===== src/rtl/netlist_bist_pkg.sv =====
// Shared types and defaults for the netlist BIST sequencer.
//   bist_state_e   : sequencer FSM states
//   DEF_*          : default LFSR seed / feedback masks for the 14-in / 8-out netlist class
//   next_galois()  : one Galois shift step for registers up to 32 bits wide
package netlist_bist_pkg;

  typedef enum logic [1:0] {
    StIdle,
    StSettle,
    StCapture,
    StDone
  } bist_state_e;

  localparam logic [13:0] DEF_LFSR_SEED = 14'h0001;
  localparam logic [13:0] DEF_LFSR_POLY = 14'h2B01;
  localparam logic [7:0]  DEF_MISR_POLY = 8'h1D;

  // Shift left by one and fold the outgoing MSB back in through poly.
  // Bits at and above 'width' are forced to zero so callers can truncate freely.
  function automatic logic [31:0] next_galois(input logic [31:0] val,
                                              input logic [31:0] poly,
                                              input int unsigned width);
    logic [31:0] mask;
    logic [31:0] shifted;
    mask    = (width >= 32) ? 32'hFFFF_FFFF : ((32'd1 << width) - 32'd1);
    shifted = (val << 1) & mask;
    if (val[width-1]) begin
      shifted = shifted ^ (poly & mask);
    end
    return shifted;
  endfunction

endpackage


===== src/rtl/galois_shreg.sv =====
// Galois shift register used both as pattern LFSR (din tied to 0) and as response MISR.
//   clk, rst  : clock, asynchronous active-high reset (register returns to RST_VAL)
//   load      : parallel load of load_val (takes priority over shift)
//   load_val  : value loaded on load
//   shift     : advance one Galois step and XOR in din
//   din       : parallel data compacted on each shift
//   q         : register contents
// W must lie in 2..32 because the step function works on a 32-bit container.
module galois_shreg
  import netlist_bist_pkg::*;
#(
  parameter int unsigned    W       = 8,
  parameter logic [W-1:0]   POLY    = '0,
  parameter logic [W-1:0]   RST_VAL = '0
) (
  input  logic         clk,
  input  logic         rst,
  input  logic         load,
  input  logic [W-1:0] load_val,
  input  logic         shift,
  input  logic [W-1:0] din,
  output logic [W-1:0] q
);

  logic [W-1:0] q_step;

  always_comb begin
    q_step = W'(next_galois(32'(q), 32'(POLY), W)) ^ din;
  end

  always_ff @(posedge clk or posedge rst) begin
    if (rst) begin
      q <= RST_VAL;
    end else if (load) begin
      q <= load_val;
    end else if (shift) begin
      q <= q_step;
    end
  end

endmodule


===== src/rtl/netlist_bist_ctrl.sv =====
// BIST sequencer for a combinational netlist: drives LFSR patterns onto the netlist
// inputs, waits SETTLE_CYC cycles per pattern, compacts each response into a MISR
// and compares the final signature with a golden value.
//   clk, rst  : clock, asynchronous active-high reset
//   start     : begin a run (honoured only in idle; wins over abort there)
//   abort     : cancel a run in progress (settle/capture only)
//   golden    : expected final signature, sampled in the done state
//   dut_in    : current pattern (LFSR register) to the netlist inputs
//   dut_out   : netlist outputs, sampled in the capture state
//   busy      : high while a run is settling/capturing
//   done      : one-cycle pulse at the end of a completed run
//   pass      : result of the last completed run, cleared by start/abort
//   signature : current MISR contents
module netlist_bist_ctrl
  import netlist_bist_pkg::*;
#(
  parameter int unsigned       IN_W         = 14,
  parameter int unsigned       OUT_W        = 8,
  parameter int unsigned       NUM_PATTERNS = 256,
  parameter int unsigned       SETTLE_CYC   = 2,
  parameter logic [IN_W-1:0]   LFSR_SEED    = IN_W'(DEF_LFSR_SEED),
  parameter logic [IN_W-1:0]   LFSR_POLY    = IN_W'(DEF_LFSR_POLY),
  parameter logic [OUT_W-1:0]  MISR_POLY    = OUT_W'(DEF_MISR_POLY)
) (
  input  logic             clk,
  input  logic             rst,
  input  logic             start,
  input  logic             abort,
  input  logic [OUT_W-1:0] golden,
  output logic [IN_W-1:0]  dut_in,
  input  logic [OUT_W-1:0] dut_out,
  output logic             busy,
  output logic             done,
  output logic             pass,
  output logic [OUT_W-1:0] signature
);

  localparam int unsigned      CNT_W       = 16;
  localparam logic [CNT_W-1:0] LAST_PAT    = CNT_W'(NUM_PATTERNS - 1);
  localparam logic [CNT_W-1:0] LAST_SETTLE = CNT_W'(SETTLE_CYC - 1);

  bist_state_e      state;
  logic [CNT_W-1:0] pat_cnt;
  logic [CNT_W-1:0] settle_cnt;
  logic [IN_W-1:0]  lfsr;
  logic [OUT_W-1:0] misr;
  logic             run_load;
  logic             run_shift;

  // Both registers reload together on an accepted start; an abort in capture
  // suppresses the shift so the registers freeze where they were.
  assign run_load  = (state == StIdle) && start;
  assign run_shift = (state == StCapture) && !abort;

  galois_shreg #(
    .W       (IN_W),
    .POLY    (LFSR_POLY),
    .RST_VAL (LFSR_SEED)
  ) u_lfsr (
    .clk      (clk),
    .rst      (rst),
    .load     (run_load),
    .load_val (LFSR_SEED),
    .shift    (run_shift),
    .din      ({IN_W{1'b0}}),
    .q        (lfsr)
  );

  galois_shreg #(
    .W       (OUT_W),
    .POLY    (MISR_POLY),
    .RST_VAL ({OUT_W{1'b0}})
  ) u_misr (
    .clk      (clk),
    .rst      (rst),
    .load     (run_load),
    .load_val ({OUT_W{1'b0}}),
    .shift    (run_shift),
    .din      (dut_out),
    .q        (misr)
  );

  assign dut_in    = lfsr;
  assign signature = misr;

  always_ff @(posedge clk or posedge rst) begin
    if (rst) begin
      state      <= StIdle;
      pat_cnt    <= '0;
      settle_cnt <= '0;
      busy       <= 1'b0;
      done       <= 1'b0;
      pass       <= 1'b0;
    end else begin
      done <= 1'b0;
      unique case (state)
        StIdle: begin
          if (start) begin
            pat_cnt    <= '0;
            settle_cnt <= '0;
            pass       <= 1'b0;
            busy       <= 1'b1;
            state      <= StSettle;
          end
        end
        StSettle: begin
          if (abort) begin
            settle_cnt <= '0;
            pass       <= 1'b0;
            busy       <= 1'b0;
            state      <= StIdle;
          end else if (settle_cnt == LAST_SETTLE) begin
            settle_cnt <= '0;
            state      <= StCapture;
          end else begin
            settle_cnt <= settle_cnt + 1'b1;
          end
        end
        StCapture: begin
          if (abort) begin
            pass  <= 1'b0;
            busy  <= 1'b0;
            state <= StIdle;
          end else if (pat_cnt == LAST_PAT) begin
            busy  <= 1'b0;
            done  <= 1'b1;
            state <= StDone;
          end else begin
            pat_cnt <= pat_cnt + 1'b1;
            state   <= StSettle;
          end
        end
        StDone: begin
          pass  <= (misr == golden);
          state <= StIdle;
        end
        default: begin
          state <= StIdle;
        end
      endcase
    end
  end

  // A zero seed locks the LFSR at zero; with a valid seed zero is unreachable.
  always_ff @(posedge clk) begin
    if (!rst) begin
      a_seed_nonzero: assert (LFSR_SEED != '0);
      a_lfsr_nonzero: assert (lfsr != '0);
    end
  end

endmodule


===== config.mk =====
export PLATFORM = sky130hd
export DESIGN_NAME = netlist_bist_ctrl
export DESIGN_NICKNAME = d
export VERILOG_FILES = /design/src/rtl/netlist_bist_pkg.sv /design/src/rtl/galois_shreg.sv /design/src/rtl/netlist_bist_ctrl.sv
export SDC_FILE = /design/constraint.sdc
export NUM_CORES = 1
export LEC_CHECK = 0
export CORE_AREA = 8 8 86 88
export DETAILED_ROUTE_END_ITERATION = 10
export DIE_AREA = 0 0 94 96
export DONT_BUFFER_PORTS = 1
export GPL_TIMING_DRIVEN = 0
export PLACE_DENSITY = 0.7
export SYNTH_ARGS = -nofsm -noshare
export SYNTH_HDL_FRONTEND = slang
export SYNTH_SLANG_ARGS = --single-unit
export TNS_END_PERCENT = 1

===== constraint.sdc =====
create_clock -name clk -period 2.47 [get_ports clk]
set_clock_uncertainty 0.15 [all_clocks]
set_input_delay 0.494 -clock clk [delete_from_list [all_inputs] [get_ports clk]]
set_output_delay 0.494 -clock clk [all_outputs]
set_load 0.03 [all_outputs]

After elaboration in Yosys (flattened, before gate mapping):

Cells that the tools add are included.

* register bits after elaboration: 59
* latch bits: 0
* RAM bits: 0
* memory bits (read-only): 0
* input port bits: 20
* output and inout bits: 25
* word-level logic and storage cells: 69
* memories: 0

* add/subtract/negate cells: 2
* multiply operators: 0
* div/mod/pow operators: 0
* $lt $le $gt $ge: 0
* equality and inequality tests: 13
* shifts and indexed selects: 0
* muxes and demuxes: 29
* bitwise gates (word level): 3
* reductions and logical operators: 14

Operators by type and width (number)
* two-way mux 16 bit: 5
* case mux 16 bit (2 select lines): 2
* two-way mux 14 bit: 3
* adder 16 x 1 -> 16 bit, second input constant: 2
* == test 16 x 1 -> 1 bit, second input constant: 1
* == test 16 x 8 -> 1 bit, second input constant: 1
* two-way mux 8 bit: 2
* two-way mux 2 bit: 5
* == test 8 bit: 1
* two-way mux 1 bit: 8
* != test 2 bit, second input constant: 4
* case mux 2 bit (4 select lines): 1
* AND reduction 4 bit: 2
* XOR 8 bit: 1
* case mux 1 bit (3 select lines): 2
* AND reduction 2 bit: 3
* nonzero test 2 bit: 3
* two-way mux 5 bit: 1
* NOT 5 bit: 1
* == test 2 bit, second input constant: 2
* NOT 4 bit: 1
* != test 3 x 2 -> 1 bit, second input constant: 1
* != test 3 bit, second input constant: 1
* nonzero test 3 bit: 1
* 6 further kinds: 7

Depth between registers and ports, before layout:

Gate-level depths: netlist of the first run.

* depth in word-level cells: 5
* mapped depth: 8
* depth with buffers taken out: 6

Hierarchy:

From an unflattened synthesis of the first run, not the netlist that was laid out.

* cell total of the unflattened synthesis: 380
* area, all modules: 3652.3 um^2

By module, submodules not included
* netlist_bist_ctrl: times used 1, cells each 250, area an instance 2329.7 um^2
* galois_shreg at u_lfsr: times used 1, cells each 79, area an instance 837.1 um^2
* galois_shreg at u_misr: times used 1, cells each 51, area an instance 485.5 um^2

Worst setup path before layout of the first run:

Ideal clock, no wire load.

* path kind: flip-flop to flip-flop
* start: register state[0]
* end: register pat_cnt[13]
* setup time: 0.078 ns
* data arrival time: 1.923 ns
* data required time: 2.242 ns
* slack: 0.319 ns
* cell stages (with the launch flop): 7
* cell sequence: dfrtp_1 inv_1 ha_1 mux2_2 nand4_2 or4_2 a21oi_1

* word-level cells in the longest chain between the ends: 3
* elaborated cells on any way between the ends: 8
* those cells by class: eq/ne (4); mux (1); reduce/logical (3)

Ends and longest elaborated chain
* start: declaration: RTL line netlist_bist_ctrl.sv:42 `bist_state_e state;`
* start signal: assignment: RTL line netlist_bist_ctrl.sv:88 `state <= StIdle;`
* start signal: assignment: RTL line netlist_bist_ctrl.sv:103 `state <= StSettle;`
* start signal: assignment: RTL line netlist_bist_ctrl.sv:111 `state <= StIdle;`
* == test 2 bit or logical NOT 2 bit (tied branches): RTL line netlist_bist_ctrl.sv:96 `unique case (state)`
* != test 2 bit (no source line) or nonzero test 2 bit (tied branches)
* AND reduction 4 bit (no source line)
* end signal: assignment: RTL line netlist_bist_ctrl.sv:129 `pat_cnt <= pat_cnt + 1'b1;`
* end: declaration: RTL line netlist_bist_ctrl.sv:43 `logic [CNT_W-1:0] pat_cnt;`

Parallel ways exist; a longest one is shown, timed or not.
A chain may end at the register's enable or synchronous reset.

Worst setup path in the final report of the first run:

* start: register state[0]
* end: register settle_cnt[15]

* word-level cells in the longest chain between the ends: 3
* elaborated cells on any way between the ends: 6
* those cells by class: eq/ne (2); mux (1); reduce/logical (3)

Ends and longest elaborated chain
* == test 2 x 1 -> 1 bit or logical NOT 2 bit (tied branches): RTL line netlist_bist_ctrl.sv:96
* nonzero test 2 bit (no source line) or != test 2 bit (tied branches)
* AND reduction 2 bit (no source line)
* end signal: assignment: RTL line netlist_bist_ctrl.sv:116 `settle_cnt <= settle_cnt + 1'b1;`
* end: declaration: RTL line netlist_bist_ctrl.sv:44 `logic [CNT_W-1:0] settle_cnt;`

Parallel ways exist; a longest one is shown, timed or not.

==> impl_metrics.tcl, run 1 <==
set metrics [dict create \
    cts_tree "done" \
    crit_required_ns 2.59 \
    path_clk_slew_ns 0.07 \
    dp_hpwl_mm 5.30 \
    r2r-end "settle_cnt[15]$_DFFE_PP0P_" \
    wl_met1_mm 3.24 \
    grt_pass1_wl_mm 12.9 \
    synth_top_area_share_pct 44.5 \
    nNetsFinal 388 \
    die-width_um 94 \
    worst-r2r-cell-count 7 \
    cts_setup_buffers 0 \
    sw_frac_of_total_pct 39.6 \
    reg2reg_from "state[0]$_DFFE_PP0P_" \
    drt-vias-per-instance 6.01 \
    initialDrtViolationCount 141 \
    synthCells 347 \
    vias 2655 \
    timing.final.crit_period_ns 2.36 \
    cp_max_fo 10 \
    wirelength_mm 7.35 \
    fin_crit_sh_pct 95.7 \
    synth_edf_count 0 \
    layout-drive-gt1-share_pct 9.86 \
    min-delay-start "dut_out[1]" \
    power_frac_comb_pct 28.1 \
    clock_path_buffers 2 \
    crit_type "reg -> reg" \
    rows 29 \
    grt_pass1_vias 2705 \
    antenna_cells 0 \
    die_h_um 96 \
    setup_viol 0 \
    cp_cell_sequence "inv_1, ha_1, mux2_2, nand3_1, buf_2, or4_1, a21oi_1" \
    cpPeakStageDelay_ns 0.51 \
    syn2layout_area_growth_pct 10.4 \
    core_um2 6100 \
    worst_setup_path_end_kind "flop" \
    synth_most_common_cell "dfrtp_1" \
    internal_power_mw 1.97 \
    grt.total_usage_pct 18.1 \
    ios 45 \
    clock_latency_ns 0.34 \
    grt_start_max_net_pins 35 \
    detail_route.wl_per_cell_um 16.6 \
    wl_met3_um 492 \
    overflow 0 \
    root_buffer "clkbuf_8" \
    antenna_found_initial 0 \
    worst_pin_slew_ns 0.643 \
    top_layer "met4" \
    dp_cells 425 \
    whs_path_depth 2 \
    portBuffers 0 \
    ir_drop_v 0.000705 \
    p_leak_nw 1.44 \
    fin_cells 442 \
    synth_seq_area_share_pct 45.4 \
    wl_met2_mm 3.53 \
    dieArea_um2 9020 \
    synth-seq-cells 59 \
    yosys-top-cells-area "dfrtp_1, nand2_1, a21oi_1, xnor2_1, o31ai_1" \
    p_sw_mw 1.29 \
    first_pass_iters 5 \
    tritoncts.num_buffers 9 \
    whs_endpoint "u_misr.q[1]$_DFFE_PP0P_" \
    ys.flop_type "dfrtp_1" \
    synth_common_cells "dfrtp_1, nand2_1, a21oi_1" \
    syn_nets 375 \
    powerDensity_nw_per_um2 909 \
    syn_area_per_cell_um2 9.39 \
    async_flop_share_pct 100 \
    crit_buf_inv 2 \
    rsz0062_at_grt "true" \
    synth.distinct_cells 44 \
    drv_cap 0 \
    netlist_area_um2 3260 \
    nFillCells 535 \
    hold_viol_final 0 \
    clkPwrFrac_pct 27.4 \
    seqPwrFrac_pct 44.5 \
    gp_congestion 0.815 \
    yosysWarnings 0 \
    outcome "complete, no violations" \
    ant_nets 0 \
    clock.fmax_mhz 423 \
    clock_sink_count 59 \
    h-tree-depth 3 \
    report.final.slew_viol_count 0 \
    critPathLaunchType "flop" \
    max_slew_margin_pct 56.8 \
    start_util_pct 53.4 \
    hold_path_class "in -> reg" \
    drc 0 \
    crit_family "simple AND/OR/NAND/NOR gates" \
    slowest_stage "or4_1" \
    r2r_slack_ns 0.11 \
    critPathArrivalTime_ns 2.48 \
    synth_top_area_cell "dfrtp_1" \
    fin_util_pct 59.0 \
]
-- power groups by stage --
stage	clock (mW)	sequential, mW	combinational [mW]
detailed placement	0	1.47	0.909
CTS	0.902	1.46	0.916
finish	0.895	1.45	0.919
global route	0.945	1.47	1.06
global placement	0	1.47	0.877
floorplan	0	1.42	0.715
-- layer usage --
layer / global-route usage, % / up-vias
met5: 0 / -
met4: 8.85 / 0
met3: 4.91 / 7
met2: 29.4 / 73
met1: 21.8 / 1286
li1: - / 1289
-- area by class of cell --
class / instances / area (um^2) / share of cell area (%)
well taps: 77 / 96.3 / 2.68
multi-input cells: 260 / 1680 / 46.6
clock buffers: 14 / 163 / 4.52
inverters: 11 / 41.3 / 1.15
repair buffers: 2 / 30.0 / 0.835
flip-flops and latches: 59 / 1480 / 41.1
plain buffers: 17 / 76.3 / 2.12
clock inverters: 2 / 35.0 / 0.974
-- registers in the layout (all words and copies together) (netlist names) --
| name | count |
|---|---|
| state | 2 |
| u_lfsr.q | 14 |
| pass | 1 |
| busy | 1 |
| u_misr.q | 8 |
| pat_cnt | 16 |
| settle_cnt | 16 |
| done | 1 |
-- layout by cell type, fill, tap and decap left out, types with 2 or more instances in the layout --
master	instances
a211oi_1	9
a21oi_1	33
and2_1	3
and3_1	4
and4_1	4
buf_2	2
clkbuf_1	15
clkbuf_2	2
clkbuf_8	11
dfrtp_1	58
ha_1	8
inv_1	10
mux2_2	2
mux2i_1	4
nand2_1	45
nand2b_1	7
nand3_1	11
nand3b_1	2
nand4_1	10
nor2_1	17
nor2b_1	3
nor3_1	4
nor4_1	5
nor4b_1	2
o21ai_0	10
o22ai_1	2
o31ai_1	15
or3_1	6
or4_1	8
or4_2	5
or4_4	2
xnor2_1	15
xor2_1	12
-- how the worst max path moves through the flow --
stage                               from                          to  slack (ns)  cells after the start
global route        state[0]$_DFFE_PP0P_  settle_cnt[15]$_DFFE_PP0P_       -0.08                      7
global placement                     rst  settle_cnt[15]$_DFFE_PP0P_       -0.34                      1
detailed placement  state[0]$_DFFE_PP0P_   settle_cnt[7]$_DFFE_PP0P_        0.02                      8
CTS                 state[0]$_DFFE_PP0P_   settle_cnt[7]$_DFFE_PP0P_        0.01                      8
finish              state[0]$_DFFE_PP0P_  settle_cnt[15]$_DFFE_PP0P_        0.11                      7
floorplan           state[0]$_DFFE_PP0P_     pat_cnt[13]$_DFFE_PP0P_        0.32                      6
-- through the flow --
step	cell area (um^2)	worst slack, ns	hold slack [ns]	total power [mW]	TNS [ns]
6_report	3600	0.106	0.200	3.27	0
4_1_cts	3580	0.0132	0.193	3.28	0
5_1_grt	3600	-0.0756	0.209	3.48	-0.104
2_1_floorplan	3260	0.319	0.345	2.13	0
3_5_place_dp	3370	0.0225	0.321	2.38	0
3_3_place_gp	3350	-0.344	0.371	2.34	-19.78
-- what timing repair did --
item | in CTS | in global routing
gates resized for setup | 0 | 6
hold buffers | 1 | 0
setup endpoints to repair | 0 | 17
endpoints found under the hold margin | 25 | 0
-- logic make-up (layout without fill, tap and decap cells) --
family	count (synthesis)	count (layout)	synth area share (%)
fa+ha+maj	8	8	3.07
flops	59	59	45.4
mux	6	6	1.92
simple gates	144	144	24.7
buf+inv	28	46	3.53
compound gates	75	75	14.2
xor+xnor	27	27	7.26
Power figures use the tool's default switching activity.
==> run 2: changes to the inputs <==
PLACE_DENSITY = 0.72   (was 0.7)
==> run 2 against run 1 <==
Against the previous run: critical path depth is the same; clock power up 1%; total power increased by 1.1%; die area did not move; global-route usage shrank 0.29 points; hold slack worse by 0.013 ns; first-iteration DRC count rose by 23%; largest power group unchanged.
==> impl_metrics.tcl, run 2 (synthesis results as in run 1) <==
set metrics [dict create \
    cts_setup_buffers 0 \
    nFillCells 551 \
    worst_pin_slew_ns 0.624 \
    whs_path_depth 2 \
    drc 0 \
    pre_cts_ws_ns -0.0132 \
    clock.fmax_mhz 431 \
    h-tree-depth 3 \
    clock_latency_ns 0.35 \
    post-route-cell-area_um2 3610 \
    first_pass_iters 4 \
    cp_max_fo 10 \
    r2r-end "settle_cnt[15]$_DFFE_PP0P_" \
    clkPwrFrac_pct 27.5 \
    p_leak_nw 1.45 \
    p_sw_mw 1.36 \
    rows 29 \
    start_util_pct 53.4 \
    slowest_stage "or4_1" \
    cp_cell_sequence "inv_1, ha_1, mux2_4, nand3_1, buf_2, or4_1, a21oi_1" \
    worst-r2r-cell-count 7 \
    syn2layout_area_growth_pct 10.8 \
    layout-drive-gt1-share_pct 10.7 \
    grt_start_max_net_pins 31 \
    seqPwrFrac_pct 44.0 \
    max_slew_margin_pct 57.8 \
    reg2reg_from "state[1]$_DFFE_PP0P_" \
    die_h_um 96 \
    dp_cells 425 \
    drv_cap 0 \
    cpPeakStageDelay_ns 0.51 \
    timing.final.crit_period_ns 2.32 \
    powerDensity_nw_per_um2 915 \
    portBuffers 0 \
    critPathLaunchType "flop" \
    drt-vias-per-instance 6.08 \
    fin_cells 442 \
    antenna_found_initial 0 \
    fin_util_pct 59.2 \
    final_common_cell "dfrtp_1" \
    dieArea_um2 9020 \
    gp_congestion 0.819 \
    initialDrtViolationCount 173 \
    grt_pass1_wl_mm 12.7 \
    ant_nets 0 \
    antenna_cells 0 \
    report.final.slew_viol_count 0 \
    ir_drop_v 0.000632 \
    fin_hold_ws_ns 0.187 \
    core_um2 6100 \
    r2r_slack_ns 0.15 \
    setup_viol 0 \
    setup_slack_ns 0.148 \
    whs_endpoint "u_misr.q[1]$_DFFE_PP0P_" \
    clock_path_buffers 2 \
    sw_frac_of_total_pct 41.3 \
    die-width_um 94 \
    power_frac_comb_pct 28.5 \
    tritoncts.num_buffers 9 \
    path_clk_slew_ns 0.08 \
    root_buffer "clkbuf_8" \
    crit_type "reg -> reg" \
    critPathArrivalTime_ns 2.44 \
    ios 45 \
    rsz0062_at_grt "false" \
    hold_path_class "in -> reg" \
    vias 2687 \
    nNetsFinal 388 \
    setup_tns_ns 0 \
    top_regs "pat_cnt (16), settle_cnt (16), u_lfsr.q (14)" \
    hold_viol_final 0 \
    internal_power_mw 1.94 \
    min-delay-start "dut_out[1]" \
    clock_sink_count 59 \
    cts_tree "done" \
    grt_pass1_vias 2735 \
    dp_hpwl_mm 5.28 \
    overflow 0 \
    worst_setup_path_end_kind "flop" \
    crit_required_ns 2.59 \
    grt.total_usage_pct 17.8 \
    fin_crit_sh_pct 94.0 \
    outcome "complete, no violations" \
    detail_route.wl_per_cell_um 16.8 \
    layout_common_cells "dfrtp_1, nand2_1, a21oi_1" \
    detailed_place.area_um2 3370 \
    wirelength_mm 7.42 \
    design_power_total_mw 3.30 \
]
[run 2: cell count changes in the layout (fill, tap and decap cells not counted)]
cell,change
clkbuf_1,-2
inv_6,+1
clkbuf_2,-1
nor3_1,-1
mux2_4,+2
clkinvlp_4,+1
clkinv_4,+3
mux2_2,-2
clkbuf_8,-2
nor3_2,+1
[run 2: critical path: cells and delay by family (launching register included)]
kind	cells	cell delay [ns]
AOI/OAI and AO/OA	1	0.15
DFF	1	0.43
adders and majority gates	1	0.31
and+or+nand+nor	2	0.61
buffers and inverters	2	0.33
muxes	1	0.27
[run 2: repair_timing]
item	4_1_cts	5_1_grt
hold endpoints to repair	28	0
gates resized for setup	1	5
cloned	0	0
endpoints found under the setup margin	2	8
hold buffers	1	0
[run 2: worst max path at each step]
stage / startpoint / end / slack [ns]
2_1_floorplan: state[0]$_DFFE_PP0P_ / pat_cnt[13]$_DFFE_PP0P_ / 0.32
3_3_place_gp: rst / settle_cnt[7]$_DFFE_PP0P_ / -0.27
3_5_place_dp: state[1]$_DFFE_PP0P_ / settle_cnt[6]$_DFFE_PP0P_ / -0.01
4_1_cts: state[0]$_DFFE_PP0P_ / pat_cnt[9]$_DFFE_PP0P_ / 0.08
5_1_grt: state[1]$_DFFE_PP0P_ / settle_cnt[15]$_DFFE_PP0P_ / 0.03
6_report: state[1]$_DFFE_PP0P_ / settle_cnt[15]$_DFFE_PP0P_ / 0.15
[run 2: layout make-up]
cell class / count / area [um^2] / share of cell area, %
tap: 77 / 96.3 / 2.67
multi-input combinational: 260 / 1690 / 46.8
clock inverter: 7 / 77.6 / 2.15
sequential: 59 / 1480 / 40.9
timing repair buffer: 2 / 30.0 / 0.832
buffer: 17 / 75.1 / 2.08
clock buffer: 9 / 124 / 3.43
inverter: 11 / 41.3 / 1.14
[run 2: layer usage]
layer	vias up	global-route usage, %	wire length (um)
met5	-	0	0
met4	0	6.74	82
met3	8	7.02	544
met2	68	28.9	3560
met1	1327	20.8	3230
li1	1284	-	-
[run 2: power groups by stage]
stage | Clock, mW | Combinational [mW] | Sequential (mW)
after floorplan | 0 | 0.715 | 1.42
after global routing | 0.958 | 1.06 | 1.48
final | 0.907 | 0.942 | 1.45
after CTS | 0.919 | 0.920 | 1.46
after detailed placement | 0 | 0.913 | 1.47
after global placement | 0 | 0.868 | 1.47
